$ cat src/rtl/mii_tx.sv
// mii_tx: MII transmit serializer.
// Accepts frame bytes over a valid/ready handshake. Optionally prepends the
// Ethernet preamble and SFD. Drives each byte onto the 4-bit MII bus, low
// nibble first, and holds TX_EN low for the inter-frame gap between frames.
//
// Parameters
//   PREAMBLE_EN  1 = send 7x0x55 + 0xD5 ahead of each frame, 0 = payload only
//   IFG_BYTES    inter-frame gap in byte times (1..255), i.e. 2*IFG_BYTES clocks
//
// Ports
//   mii_clk   in   transmit clock, rising edge
//   reset     in   asynchronous, active-high
//   tx_valid  in   tx_data / tx_last valid
//   tx_data   in   [7:0] frame byte
//   tx_last   in   final byte of the frame
//   tx_ready  out  byte accepted at the next edge if tx_valid is high
//   busy      out  block is not idle (registered)
//   underrun  out  one-cycle pulse when the source starves mid-frame (registered)
//   mii_en    out  MII TX_EN (registered)
//   mii_d     out  [3:0] MII TXD (registered)
//
// state    | meaning
// ---------+-----------------------------------------------------------
// IDLE     | bus quiet, waiting for a frame
// PREAMBLE | preamble nibbles 0..14 = 0x5, nibble 15 = SFD 0xD
// DATA     | byte on the wire: low nibble, then high nibble
// IFG      | bus quiet for 2*IFG_BYTES clocks, tx_valid ignored

module mii_tx #(
   parameter bit PREAMBLE_EN = 1'b1,
   parameter int IFG_BYTES   = 12
) (
   input  logic       mii_clk,
   input  logic       reset,
   input  logic       tx_valid,
   input  logic [7:0] tx_data,
   input  logic       tx_last,
   output logic       tx_ready,
   output logic       busy,
   output logic       underrun,
   output logic       mii_en,
   output logic [3:0] mii_d
);

   typedef enum logic [1:0] {
      IDLE     = 2'd0,
      PREAMBLE = 2'd1,
      DATA     = 2'd2,
      IFG      = 2'd3
   } state_t;

   localparam logic [8:0] SFD_CNT = 9'd15;
   localparam logic [8:0] PRE_END = 9'd14;
   localparam logic [8:0] IFG_END = 9'(2 * IFG_BYTES - 1);

   state_t     state, state_n;
   logic [8:0] cnt, cnt_n;
   logic [3:0] hi_nib, hi_nib_n;
   logic       last_byte, last_byte_n;
   logic       hi_phase, hi_phase_n;
   logic       mii_en_n;
   logic [3:0] mii_d_n;
   logic       underrun_n;
   logic       xfer;
   logic       starve;

   // Ready is a pure decode of the registered state so it never depends on
   // tx_valid within the same cycle.
   always_comb begin
      tx_ready = 1'b0;
      case (state)
         IDLE:     tx_ready = ~PREAMBLE_EN;
         PREAMBLE: tx_ready = (cnt == SFD_CNT);
         DATA:     tx_ready = hi_phase & ~last_byte;
         default:  tx_ready = 1'b0;
      endcase
   end

   assign xfer   = tx_ready & tx_valid;
   // Starving the block in IDLE is just "no frame yet", not an underrun.
   assign starve = tx_ready & ~tx_valid & (state != IDLE);

   always_comb begin
      state_n     = state;
      cnt_n       = cnt;
      hi_nib_n    = hi_nib;
      last_byte_n = last_byte;
      hi_phase_n  = hi_phase;
      mii_en_n    = mii_en;
      mii_d_n     = mii_d;
      underrun_n  = 1'b0;

      if (xfer) begin
         // Accepted byte: low nibble goes straight out, high nibble is held.
         state_n     = DATA;
         cnt_n       = 9'd0;
         mii_en_n    = 1'b1;
         mii_d_n     = tx_data[3:0];
         hi_nib_n    = tx_data[7:4];
         last_byte_n = tx_last;
         hi_phase_n  = 1'b0;
      end else if (starve) begin
         // Abandon the frame; the source is expected to drain or abort.
         state_n     = IFG;
         cnt_n       = 9'd0;
         mii_en_n    = 1'b0;
         mii_d_n     = 4'h0;
         hi_phase_n  = 1'b0;
         last_byte_n = 1'b0;
         underrun_n  = 1'b1;
      end else begin
         case (state)
            IDLE: begin
               mii_en_n = 1'b0;
               mii_d_n  = 4'h0;
               if (PREAMBLE_EN && tx_valid) begin
                  state_n  = PREAMBLE;
                  cnt_n    = 9'd0;
                  mii_en_n = 1'b1;
                  mii_d_n  = 4'h5;
               end
            end
            PREAMBLE: begin
               // cnt==15 is always handled by xfer/starve above.
               cnt_n   = cnt + 9'd1;
               mii_d_n = (cnt == PRE_END) ? 4'hD : 4'h5;
            end
            DATA: begin
               if (!hi_phase) begin
                  mii_d_n    = hi_nib;
                  hi_phase_n = 1'b1;
               end else begin
                  // High nibble of the last byte has been sent.
                  state_n     = IFG;
                  cnt_n       = 9'd0;
                  mii_en_n    = 1'b0;
                  mii_d_n     = 4'h0;
                  hi_phase_n  = 1'b0;
                  last_byte_n = 1'b0;
               end
            end
            IFG: begin
               mii_en_n = 1'b0;
               mii_d_n  = 4'h0;
               if (cnt == IFG_END) begin
                  state_n = IDLE;
                  cnt_n   = 9'd0;
               end else begin
                  cnt_n = cnt + 9'd1;
               end
            end
            default: begin
               state_n  = IDLE;
               mii_en_n = 1'b0;
               mii_d_n  = 4'h0;
            end
         endcase
      end
   end

   always_ff @(posedge mii_clk or posedge reset) begin
      if (reset) begin
         state     <= IDLE;
         cnt       <= 9'd0;
         hi_nib    <= 4'h0;
         last_byte <= 1'b0;
         hi_phase  <= 1'b0;
         mii_en    <= 1'b0;
         mii_d     <= 4'h0;
         underrun  <= 1'b0;
         busy      <= 1'b0;
      end else begin
         state     <= state_n;
         cnt       <= cnt_n;
         hi_nib    <= hi_nib_n;
         last_byte <= last_byte_n;
         hi_phase  <= hi_phase_n;
         mii_en    <= mii_en_n;
         mii_d     <= mii_d_n;
         underrun  <= underrun_n;
         busy      <= (state_n != IDLE);
      end
   end

endmodule

$ cat config.mk
export PLATFORM = sky130hd
export DESIGN_NAME = mii_tx
export DESIGN_NICKNAME = d
export VERILOG_FILES = /design/src/rtl/mii_tx.sv
export SDC_FILE = /design/constraint.sdc
export NUM_CORES = 1
export LEC_CHECK = 0
export BUFFER_PORTS_ARGS = -buffer_cell sky130_fd_sc_hd__clkbuf_2
export CAP_MARGIN = 20
export CORE_ASPECT_RATIO = 1.1
export CORE_UTILIZATION = 30
export DETAILED_ROUTE_END_ITERATION = 8
export GPL_ROUTABILITY_DRIVEN = 0
export MAX_ROUTING_LAYER = met4
export SLEW_MARGIN = 10
export SYNTH_ARGS = -nofsm -noshare
export SYNTH_HDL_FRONTEND = slang
export SYNTH_SLANG_ARGS = --single-unit
export TNS_END_PERCENT = 1
$ cat constraint.sdc
create_clock -name mii_clk -period 2.45 [get_ports mii_clk]
set_input_delay 0.1225 -clock mii_clk [delete_from_list [all_inputs] [get_ports mii_clk]]
set_output_delay 0.1225 -clock mii_clk [all_outputs]
set_load 0.01 [all_outputs]
# == After elaboration in Yosys (flattened, before gate mapping) ==
# Cells that the tools add are included.
# op_classes
n_addsub,1
eq_ne,8
n_mux,33
n_bitwise,6
reduce_logical,9
# ops
operator,count
$mux W9,5
$pmux W9 S4,1
$eq A9 B4 Y1 const B,2
$mux W4,4
$pmux W4 S4,1
$mux W1,13
$mux W2,5
$add A9 B1 Y9 const B,1
$eq A9 B5 Y1 const B,1
$ne A4 B4 Y1 const B,2
$pmux W2 S3,1
$reduce_and A2 Y1,3
$reduce_bool A3 Y1,2
$reduce_bool A5 Y1,1
$and A1 B1 Y1,4
$eq A2 B2 Y1 const B,2
$reduce_bool A2 Y1,2
$mux W3,1
$pmux W1 S3,1
$eq A2 B1 Y1 const B,1
$logic_not A2 Y1,1
$not A1 Y1,2
$pmux W1 S2,1
# word_totals
regBits,24
in_bits,12
output_inout_bits,8

# == Longest topological paths before layout ==
# logic_depth
ltp_word,8
ltp_mapped,9
ltp_nobuf,8

# == Least setup slack after synthesis ==
# Ideal clock, no wire load.
# synth_timing
path_kind,flip-flop to flip-flop
from,register cnt[6]
to,register cnt[6]
setup_ps,126
t_arrival_ps,2094
t_required_ps,2324
path_slack_ps,230
path_stages_with_launch,7
n_path_buf,1
period_less_slack_ps,2220
cell_sequence,dfrtp_1 -> or4_4 -> o32ai_4 -> a32oi_4 -> and3_1 -> buf_6 -> a221o_1
# synth_between
elab_chain_len,6
# synth_rtl
item,line_no,source
start: declaration,57,"logic [8:0] cnt, cnt_n;"
start signal: assignment,174,cnt <= cnt_n;
"parallel branches: the longest is 6 deep, another holds $add A9 B1 Y9",--,
# Several ways; the timed one is not identified.
# A chain may end at the register's enable or synchronous reset.

# == Worst setup path in the final report ==
# Ends and elaborated chain as after synthesis.

==> metrics.cfg <==
[floorplan]
die-area_mm2=0.004833
core_region_area_mm2=0.004348
rows=25
die_w_um=66.38
die_y_um=72.81
initial_core_util_pct=31.45
io_pins=20

[drt]
viasPerCell=5.202
via_count=1082
drcViolationCount=0
first_pass_iters=5
wirelength_um=2958
dr.first_iter.drc_count=39
wire_per_inst_um=14.22
antenna_left=0

[min_path]
hold_path_class=primary input to asynchronous set/reset pin

[yosys]
yosysSeqAreaShare_pct=43.92
syn_avg_cell_area_um2=10.28
synth_edf_count=0
synth-simple-area-share_pct=20.77
synthArstFlopShare_pct=100.0
synth_top_family_by_area=compound AO/OA/AOI/OAI gates
synth_top_cell_area_share_pct=43.92
ys_types=42
synth_mux_area_share_pct=3.294
synthAdderAreaFrac_pct=6.404
synth_compound_area_share_pct=21.13
synth_area_leaders=dfrtp_1 44%, ha_1 6.4%, a221o_1 4.4%
synthTopCellsByCount=24 x dfrtp_1, 10 x nand2_1, 10 x nor2_1
ys_ff_latch=24
synth_area_leader_cell=dfrtp_1
synth.most_common_cell=dfrtp_1
syn_nets=152
synth_cells=133
synthFlopType=dfrtp_1
ys_warn_count=0
synthXorXnorAreaFrac_pct=0.6404
syn-cell-area_mm2=0.001368

[critical_path]
critPathCaptureType=flip-flop
rr_startpoint=cnt[6]
cp_max_fo=6
worstPathRequired_ns=2.60
crit_path_start_kind=flip-flop
startpoint=cnt[6]
path_class=flip-flop to flip-flop
arrival_ns=2.50

[sta]
fin_crit_sh_pct=96.21
worst_pin_slew_ns=0.9218
timing.final.setup_violations=0
rsz0062_at_grt=no
hold_viol_final=0
slew-limit-headroom_pct=38.48
skew_ns=0.005399
setup_tns_ns=0
period_minus_slack_ns=2.357
max_freq_mhz=424.2
maxSlewViolCount=0

[grt]
grt_pass1_vias=1081
grtUsageTotal_pct=13.73
grt_overflow_total=0
grt_max_degree=25
grt_pass1_wl_um=4947
antenna_found_initial=0

[clocking]
clock_tree.htree_level_count=1
clk_latency_ns=0.27
clk_pin_slew_ns=0.09
numCtsBuffers=3
cts_tree=yes
ctsHoldBuffers=0
cts_buffer_depth=2
cts_root_buf=clkbuf_8
cts.sinks=24

[final_layout]
area_delta_synth_final_pct=16.93
regArea_um2=600.6
drive_gt1_share_pct=25.97
fin_nets=174
multiInputGateArea_um2=719.4
n_antenna_cell=0
nFillCells=425

[place]
portBuffers=19
dp_hpwl_um=2171

[job]
cap_violations=0

[outcome]
status=finished, final reports clean

[power]
p_leak_nw=0.7665
power_mw=1.305
ir_drop_mv=0.3467
p_per_area_mw_per_mm2=816.3

==> metal layers <==
layer  global-route usage [%]  vias up  routed length [um]
li1                         -      535                   -
met1                    17.08      531                1365
met2                    22.79       14                1519
met3                    1.563        2                  52
met4                    5.201        0                  20
met5                        -        -                   0
==> timing repair <==
item | CTS | global route
setup buffers | 0 | 0
endpoints found under the setup margin | 0 | 13
resized for setup | 0 | 3
==> power breakdown <==
| part | switching [mW] | internal, mW |
|---|---|---|
| logic | 0.262 | 0.180 |
| registers | 0.0526 | 0.461 |
| clock network | 0.131 | 0.218 |
| total | 0.445 | 0.860 |
==> logic make-up (layout without fill, tap and decap cells) <==
kind of cell,count (synthesis),in the layout
compound gates,31,31
xor+xnor,1,1
fa+ha+maj,7,7
buf+inv,12,33
flops,24,24
mux,4,4
simple gates,54,54
==> layout by cell type (no fill, tap or decap), types with 2 or more instances in the layout <==
cell and count:
a21oi_1 2, a221o_1 6, a311o_1 3, and3_1 7
buf_4 2, clkbuf_2 19, clkbuf_8 3, dfrtp_1 24
ha_1 7, inv_1 7, mux2_2 4, nand2_1 8
nand2_2 3, nand2b_1 3, nand3_1 8, nand4_1 2
nand4b_1 2, nor2_1 10, nor2b_1 3, nor3_1 3
o21ai_0 4, or2_2 2
==> sequential cells by signal (all words and copies together) (netlist names) <==
signal     flops
state          2
hi_nib         4
cnt            9
mii_d          4
busy           1
underrun       1
mii_en         1
hi_phase       1
last_byte      1
==> area by class of cell <==
class,instances,area share [%]
inverters,8,1.878
clock inverters,1,1.878
well taps,54,4.225
repair buffers,21,6.886
clock buffers,3,2.582
flip-flops and latches,24,37.56
multi-input cells,97,44.99
==> metrics by stage <==
step / setup WS (ns) / utilization [%] / cells / cell area [um2] / hold slack [ns]
after detailed placement: 0.08066 / 35.02 / 204 / 1523 / 0.3468
final: 0.09285 / 36.78 / 208 / 1599 / 0.02564
after CTS: 0.05153 / 36.66 / 208 / 1594 / 0.05111
after global placement: 0.09993 / 35.02 / 204 / 1523 / 0.3277
after floorplan: 0.2303 / - / 133 / 1368 / 0.1371
after global routing: 0.003701 / 36.78 / 208 / 1599 / 0.07167
==> final timing paths <==
| kind | endpoint | slack (ns) | cells past startpoint |
|---|---|---|---|
| hold / removal | cnt[0] | 0.03 | 2 |
| min in group mii_clk | hi_nib[2] | 0.08 | 2 |
| setup / recovery | cnt[6] | 0.09 | 5 |
| max in group asynchronous | cnt[6] | 1.86 | 2 |
| hold reg to reg | hi_nib[2] | 0.52 | 1 |
| setup reg to reg | cnt[6] | 0.09 | 5 |
==> critical path, cell delays in order (launching register included) <==
cell and delay [ns]:
dfrtp_1 0.44, or4_4 0.60, or3_1 0.42, o21ai_2 0.24, nand2_2 0.14, a221o_1 0.39
Power figures use the tool's default switching activity.
